[config.mk]
export PLATFORM = sky130hd
export DESIGN_NAME = divider_ctrl
export DESIGN_NICKNAME = d
export VERILOG_FILES = /design/src/rtl/divider_ctrl.sv
export SDC_FILE = /design/constraint.sdc
export NUM_CORES = 1
export LEC_CHECK = 0
export ABC_CLOCK_PERIOD_IN_PS = 3400
export CAP_MARGIN = 30
export CORE_AREA = 5 5 42 44
export DETAILED_ROUTE_END_ITERATION = 6
export DIE_AREA = 0 0 47 49
export HOLD_SLACK_MARGIN = 0.1
export PLACE_DENSITY = 0.73
export SLEW_MARGIN = 20
export SYNTH_ARGS = -nofsm -noshare
export SYNTH_HDL_FRONTEND = slang
export SYNTH_SLANG_ARGS = --single-unit
[constraint.sdc]
create_clock -name clk -period 3.4 [get_ports clk]
set_input_delay 0.51 -clock clk [delete_from_list [all_inputs] [get_ports clk]]
set_output_delay 0.51 -clock clk [all_outputs]
set_load 0.005 [all_outputs]
[src/rtl/divider_ctrl.sv]
// ============================================================================
// Module   : divider_ctrl
// Brief    : Sequencing FSM for the 8-bit / 7-bit restoring-divider datapath.
// Revision : 1.0
// ============================================================================
`default_nettype none

module divider_ctrl #(
    parameter int N_ITER = 8,
    parameter int CNT_W  = 3
) (
    input  logic       clk,
    input  logic       reset,
    input  logic       start,
    input  logic       abort,
    input  logic [6:0] divisorin,
    input  logic       sign,
    output logic       load,
    output logic       add,
    output logic       shift,
    output logic       inbit,
    output logic [1:0] sel,
    output logic       busy,
    output logic       done,
    output logic       dbz
);

    typedef enum logic [1:0] {
        ST_IDLE = 2'd0,
        ST_ITER = 2'd1,
        ST_DONE = 2'd2
    } state_t;

    localparam logic [CNT_W-1:0] c_last_cnt     = CNT_W'(N_ITER - 1);
    localparam logic [1:0]       c_sel_clear    = 2'd0;
    localparam logic [1:0]       c_sel_addlow   = 2'd1;
    localparam logic [1:0]       c_sel_dividend = 2'd2;
    localparam logic [1:0]       c_sel_hold     = 2'd3;

    state_t           state_q, state_d;
    logic [CNT_W-1:0] cnt_q, cnt_d;
    logic             dbz_q, dbz_d;

    always_ff @(posedge clk or negedge reset) begin
        if (!reset) begin
            state_q <= ST_IDLE;
            cnt_q   <= '0;
            dbz_q   <= 1'b0;
        end else begin
            state_q <= state_d;
            cnt_q   <= cnt_d;
            dbz_q   <= dbz_d;
        end
    end

    // While reset is asserted the controls are forced to their idle values,
    // so a start or abort seen during reset cannot disturb the datapath.
    always_comb begin
        state_d = state_q;
        cnt_d   = cnt_q;
        dbz_d   = dbz_q;
        load    = 1'b0;
        add     = 1'b0;
        shift   = 1'b0;
        inbit   = 1'b0;
        sel     = c_sel_hold;
        busy    = 1'b0;
        done    = 1'b0;

        if (reset) begin
            busy = (state_q == ST_ITER);
            if (abort) begin
                sel     = c_sel_clear;
                state_d = ST_IDLE;
                cnt_d   = '0;
            end else begin
                unique case (state_q)
                    ST_IDLE: begin
                        if (start) begin
                            load    = 1'b1;
                            sel     = c_sel_dividend;
                            shift   = 1'b1;
                            cnt_d   = '0;
                            dbz_d   = (divisorin == 7'd0);
                            state_d = (divisorin == 7'd0) ? ST_DONE : ST_ITER;
                        end
                    end
                    ST_ITER: begin
                        // Restoring step: keep the old partial remainder when
                        // the trial subtraction went negative.
                        shift = 1'b1;
                        sel   = sign ? c_sel_hold : c_sel_addlow;
                        inbit = ~sign;
                        cnt_d = cnt_q + 1'b1;
                        if (cnt_q == c_last_cnt) begin
                            state_d = ST_DONE;
                        end
                    end
                    ST_DONE: begin
                        done    = 1'b1;
                        state_d = ST_IDLE;
                    end
                    default: begin
                        state_d = ST_IDLE;
                    end
                endcase
            end
        end
    end

    assign dbz = dbz_q;

endmodule

`default_nettype wire
==> results of run 1 <==
layout by cell type (no fill, tap or decap):
cell and count:
conb_1 1, buf_4 1, clkbuf_4 3, nand2_1 1, a22o_1 3, ha_1 2
a221o_1 1, nor4_1 1, and2_1 1, clkdlybuf4s50_1 19, o21ba_1 1, nor2b_1 3
and3b_2 1, nor3_1 1, dfrtp_1 6, o21ai_0 2, mux2_2 1, nand2b_1 1
mux2_4 1, nor3b_1 3, nor3b_2 1, o31ai_1 1, o21ai_1 1, and3b_1 1
critical path: cells and delay by family:
family / cells / cell delay, ns
buf+inv: 2 / 0.99
simple gates: 3 / 0.75
cell type report:
cell class | count | share of cell area (%)
tap | 16 | 3.259
timing repair buffer | 20 | 32.18
sequential | 6 | 24.44
clock buffer | 3 | 3.666
multi-input combinational | 28 | 36.46
synthesized netlist by cell type, drive strengths merged (2+ instances only):
master / n
buf: 2
nor2b: 3
mux2: 2
and3b: 2
a22o: 3
ha: 2
nor3b: 4
dfrtp: 6
o21ai: 3
worst min-delay path by stage:
stage / end / startpoint / depth (start not counted) / slack [ns]
6_report: cnt_q[1] / cnt_q[1] / 1 / 0.50
5_1_grt: cnt_q[1] / cnt_q[1] / 1 / 0.52
4_1_cts: cnt_q[1] / cnt_q[1] / 1 / 0.51
3_5_place_dp: cnt_q[1] / cnt_q[1] / 1 / 0.49
3_3_place_gp: cnt_q[1] / cnt_q[1] / 1 / 0.49
2_1_floorplan: cnt_q[0] / reset / 0 / 0.21
flip-flops by register name (all words and copies together) (netlist names):
name / count
cnt_q: 3
state_q: 2
dbz: 1
report_power, final:
| part | switching, mW | total, mW | leakage [nW] | internal, mW |
|---|---|---|---|---|
| Sequential | 0.00454 | 0.0804 | 0.0819 | 0.0759 |
| Combinational | 0.0147 | 0.0450 | 0.172 | 0.0303 |
| Clock | 0.0248 | 0.0647 | 0.0138 | 0.0399 |
| Total | 0.0440 | 0.190 | 0.267 | 0.146 |
through the flow:
step	area, µm²	worst slack [ns]	power (mW)	instances	hold slack [ns]
6_report	614.3	0.6465	0.1900	73	0.5026
5_1_grt	614.3	0.5235	0.2033	73	0.5235
4_1_cts	614.3	0.6304	0.1938	73	0.5066
3_5_place_dp	591.8	0.6400	0.1272	70	0.4933
3_3_place_gp	591.8	0.6832	0.1259	70	0.4875
2_1_floorplan	392.9	1.767	0.09976	36	0.2144
metal layers:
layer / part of all wire [%] / GRT usage, %
met5: 0 / 0
met4: 0 / 1.382
met3: 8.2 / 5.535
met2: 52 / 13.35
met1: 40 / 11.43
cell families after synthesis:
group                      count (synthesis)  synth area share [%]
buffers and inverters                      2                 4.778
muxes                                      2                 6.687
adders and majority gates                  2                 6.368
DFF                                        6                 38.22
other                                      1                0.9545
AOI/OAI and AO/OA                          9                 17.52
and+or+nand+nor                           14                 25.48
==> impl_metrics.yaml, run 1 <==
outcome:
  status: "completed"
route:
  wire_per_inst_um: 12.51
  drtAntennaViolNets: 0
  drc: 0
  first_pass_iters: 4
  via_per_inst: 4.822
  num_vias: 352
  drt-initial-drc-count: 14
  drt_wl_total_um: 913
final_layout:
  nNetsFinal: 73
  diodes: 0
  finalCoreUtilization_pct: 43.84
  n_fill_cell: 141
  final_layout_size_suffix_gt1_share_pct: 14.04
  seq_area_um2: 150.1
  multiInputGateArea_um2: 224.0
  syn2layout_area_growth_pct: 56.37
clock_network:
  cts_max_path_buffers: 2
  cts_resized: 0
  cts_buffers: 3
  holdBufCountCts: 0
  root_buffer: "clkbuf_4"
  clock_sinks: 6
  post-cts-setup-buffers: 0
  clk_latency_ns: 0.24
  path_clk_slew_ns: 0.04
  htreeDepth: 1
  cts_tree: "done"
setup_path:
  r2r_cells: 3
  r2r_slack_ns: 1.97
  cp.required_ns: 2.89
  worst-setup-path-type: "in -> out"
  crit_chain: "clkdlybuf4s50_1, nand2b_1, nor3b_2, nor2b_1, clkdlybuf4s50_1"
  setup.worst_path.start: "abort"
  r2r_end: "dbz"
  slowest_stage: "clkdlybuf4s50_1"
  crit_top_cell: "clkdlybuf4s50_1"
  crit_fanout: 6
  end_kind: "output pin"
  endpoint: "inbit"
  cpPeakStageDelay_ns: 0.51
  r2r-start: "state_q[1]"
  arrival_ns: 2.24
  worstSetupStartpointType: "input pin"
timing:
  hold_viol: 0
  timing.final.crit_period_ns: 2.754
  tns_ns: 0
  setup_viol: 0
  rsz0062_at_grt: "false"
  skew_ns: 0.007166
  finalCritPeriodShare_pct: 80.99
  drv_slew: 0
  max_freq_mhz: 363.2
yosys:
  ys_seq_area_share_pct: 38.22
  synthFlopType: "dfrtp_1"
  syn-cell-area_um2: 392.9
  postSynthCellCount: 36
  ys_async_sr_fraction_pct: 100.0
  synth_edf_count: 0
  synth_top_area_cell: "dfrtp_1"
  syn_nets: 50
  yosysWarnings: 0
  post-synth-top-area-fraction_pct: 38.22
  yosysUniqueCellTypes: 23
  avgSynthCellArea_um2: 10.91
  yosys-top-cells-area: "dfrtp_1, a22o_1, ha_1, nor3b_1, nor2b_1"
  ys_ff_latch: 6
global_route:
  globalRouteTotalUtil_pct: 9.072
  grt_max_degree: 14
  grt_pass1_vias: 333
  grt_antenna_before_repair: 0
  grt_pass1_wl_mm: 1.504
  overflow: 0
die:
  ios: 21
  die_y_um: 49
  dieWidth_um: 47
  dieArea_um2: 2303
  fp.coreArea_um2: 1401
  start_util_pct: 28.04
  num_rows: 14
power_and_ir_drop:
  pwr_density_cell_nw_per_um2: 309.3
  leakage_nw: 0.2672
  ir_worst_vdd_v: 0.0001547
hold_path:
  hold_path.class: "reg -> reg"
placed_design:
  io_buffers: 19
  routabilityCongestion: 0.7036
flow_run:
  drv_cap: 0
Note: power is estimated with default switching activity, not from simulation.
==> run 2: changes to the inputs <==
--- a/config.mk
+++ b/config.mk
@@ -5,7 +5,7 @@
 export SDC_FILE = /design/constraint.sdc
 export NUM_CORES = 1
 export LEC_CHECK = 0
-export ABC_CLOCK_PERIOD_IN_PS = 3400
+export ABC_CLOCK_PERIOD_IN_PS = 2900
 export CAP_MARGIN = 30
 export CORE_AREA = 5 5 42 44
 export DETAILED_ROUTE_END_ITERATION = 6
==> constraint.sdc (replaced) <==
create_clock -name clk -period 2.9 [get_ports clk]
set_input_delay 0.435 -clock clk [delete_from_list [all_inputs] [get_ports clk]]
set_output_delay 0.435 -clock clk [all_outputs]
set_load 0.005 [all_outputs]
==> run 2 against run 1 <==
Compared with the run above: global-route usage increased by 0.50 points; sequential cell count unchanged; hold slack got worse by 0.083 ns; clock skew decreased by 0.0048 ns; via count increased by 3.7%; clock power increased by 17%; critical endpoint unchanged; count of clock-buffer cells in the layout unchanged; routed wire length increased by 3.1%; power increased by 18%.
==> impl_metrics.yaml, run 2 (synthesis results as in run 1) <==
die:
  ios: 21
  start_util_pct: 28.04
  die_y_um: 49
  num_rows: 14
  fp.coreArea_um2: 1401
  dieWidth_um: 47
  dieArea_um2: 2303
outcome:
  status: "completed"
clock_network:
  cts_buffers: 3
  clk_latency_ns: 0.24
  cts_resized: 0
  post-cts-setup-buffers: 0
  holdBufCountCts: 0
  path_clk_slew_ns: 0.04
  htreeDepth: 1
  root_buffer: "clkbuf_4"
  cts_max_path_buffers: 2
  clock_sinks: 6
  cts_tree: "done"
final_layout:
  final_layout_size_suffix_gt1_share_pct: 15.52
  final_common_cell: "clkdlybuf4s50_1"
  regMostFlops: "cnt_q"
  final_area_um2: 621.8
  diodes: 0
  nNetsFinal: 74
  final_cell_mix: "clkdlybuf4s50_1, dfrtp_1"
  largest_register_ffs: 3
  syn2layout_area_growth_pct: 58.28
  n_fill_cell: 148
setup_path:
  r2r_slack_ns: 1.44
  cp.required_ns: 2.47
  r2r-start: "state_q[1]"
  worstSetupStartpointType: "input pin"
  crit_fanout: 6
  end_kind: "output pin"
  setup.worst_path.start: "reset"
  worst-setup-path-type: "in -> out"
  arrival_ns: 2.05
timing:
  rsz0062_at_grt: "false"
  timing.final.crit_period_ns: 2.482
  tns_ns: 0
  hold_viol: 0
  hold_ws_ns: 0.4198
  finalCritPeriodShare_pct: 85.60
  max_freq_mhz: 402.8
  finalWorstSetupSlack_ns: 0.4175
  setup_viol: 0
  drv_slew: 0
  skew_ns: 0.002382
power_and_ir_drop:
  p_switching_mw: 0.05192
  combPwrFrac_pct: 24.2
  leakage_nw: 0.2726
  ir_worst_vdd_v: 0.0001890
  seqPwrFrac_pct: 42.0
  switching_share_pct: 23.18
  power_frac_clock_pct: 33.8
  intPower_mw: 0.1720
  pwr_density_cell_nw_per_um2: 360.1
global_route:
  grtUsageMet3_pct: 4.428
  grt_pass1_wl_mm: 1.649
  met1_usage_pct: 11.88
  grt_util_met2_pct: 14.48
  grt_max_degree: 10
  gr-max-usage-layer: "met2"
  overflow: 0
  grt_antenna_before_repair: 0
  globalRouteTotalUtil_pct: 9.568
  grt_pass1_vias: 374
route:
  first_pass_iters: 4
  drt-initial-drc-count: 6
  num_vias: 365
  drc: 0
  via_per_inst: 4.932
  drt_wl_total_um: 941
  wire_per_inst_um: 12.72
  drtAntennaViolNets: 0
placed_design:
  place_area_um2: 599.3
  place_ws_ns: 0.4081
  io_buffers: 19
  dp_hpwl_um: 771.4
  routabilityCongestion: 0.6785
hold_path:
  hold_path.class: "in -> async"
flow_run:
  drv_cap: 0
[run 2: cell count changes in the layout (fill, tap and decap cells not counted), sizes merged]
cell	delta
buf	+1
[run 2: per-layer routing]
layer / wire length, µm / vias to the layer above
li1: - / 182
met1: 389 / 174
met2: 484 / 9
met3: 67 / 0
met4: 0 / 0
met5: 0 / -
[run 2: layout make-up]
type | count | area (µm²) | area share [%]
Tap cell | 16 | 20.02 | 3.219
Timing Repair Buffer | 21 | 205.2 | 33.00
Sequential cell | 6 | 150.1 | 24.14
Multi-Input combinational cell | 28 | 224.0 | 36.02
Clock buffer | 3 | 22.52 | 3.622
[run 2: stage by stage]
stage	power, mW	util, %	instances
CTS	0.2274	44.38	74
global placement	0.1486	42.77	71
finish	0.2239	44.38	74
floorplan	0.1170	-	36
detailed placement	0.1496	42.77	71
global route	0.2385	44.38	74
[run 2: final timing paths]
check                                   to  depth (start not counted)
worst max-delay path                 inbit                          5
worst min-delay path              cnt_q[0]                          1
worst max register to register         dbz                          3
worst min register to register    cnt_q[1]                          1
max in group asynchronous       state_q[0]                          2
min in group clk                  cnt_q[1]                          1
[run 2: critical path: stages]
cell and delay, ns:
clkdlybuf4s50_1 0.60, nand2b_1 0.15, nor3b_2 0.22, nor2b_1 0.15
clkdlybuf4s50_1 0.50
[run 2: power by group through the flow]
stage / Clock, mW / Sequential, mW / Combinational [mW]
CTS: 0.0786 / 0.0942 / 0.0546
finish: 0.0758 / 0.0941 / 0.0541
global placement: 0 / 0.0953 / 0.0533
detailed placement: 0 / 0.0953 / 0.0543
global route: 0.0828 / 0.0954 / 0.0603
floorplan: 0 / 0.0940 / 0.0230
==> run 3: changes to the inputs <==
--- a/config.mk
+++ b/config.mk
@@ -5,7 +5,6 @@
 export SDC_FILE = /design/constraint.sdc
 export NUM_CORES = 1
 export LEC_CHECK = 0
-export ABC_CLOCK_PERIOD_IN_PS = 2900
 export CAP_MARGIN = 30
 export CORE_AREA = 5 5 42 44
 export DETAILED_ROUTE_END_ITERATION = 6
==> results of run 3 <==
The final DEF is identical to that of run 2; final timing and power are the same.
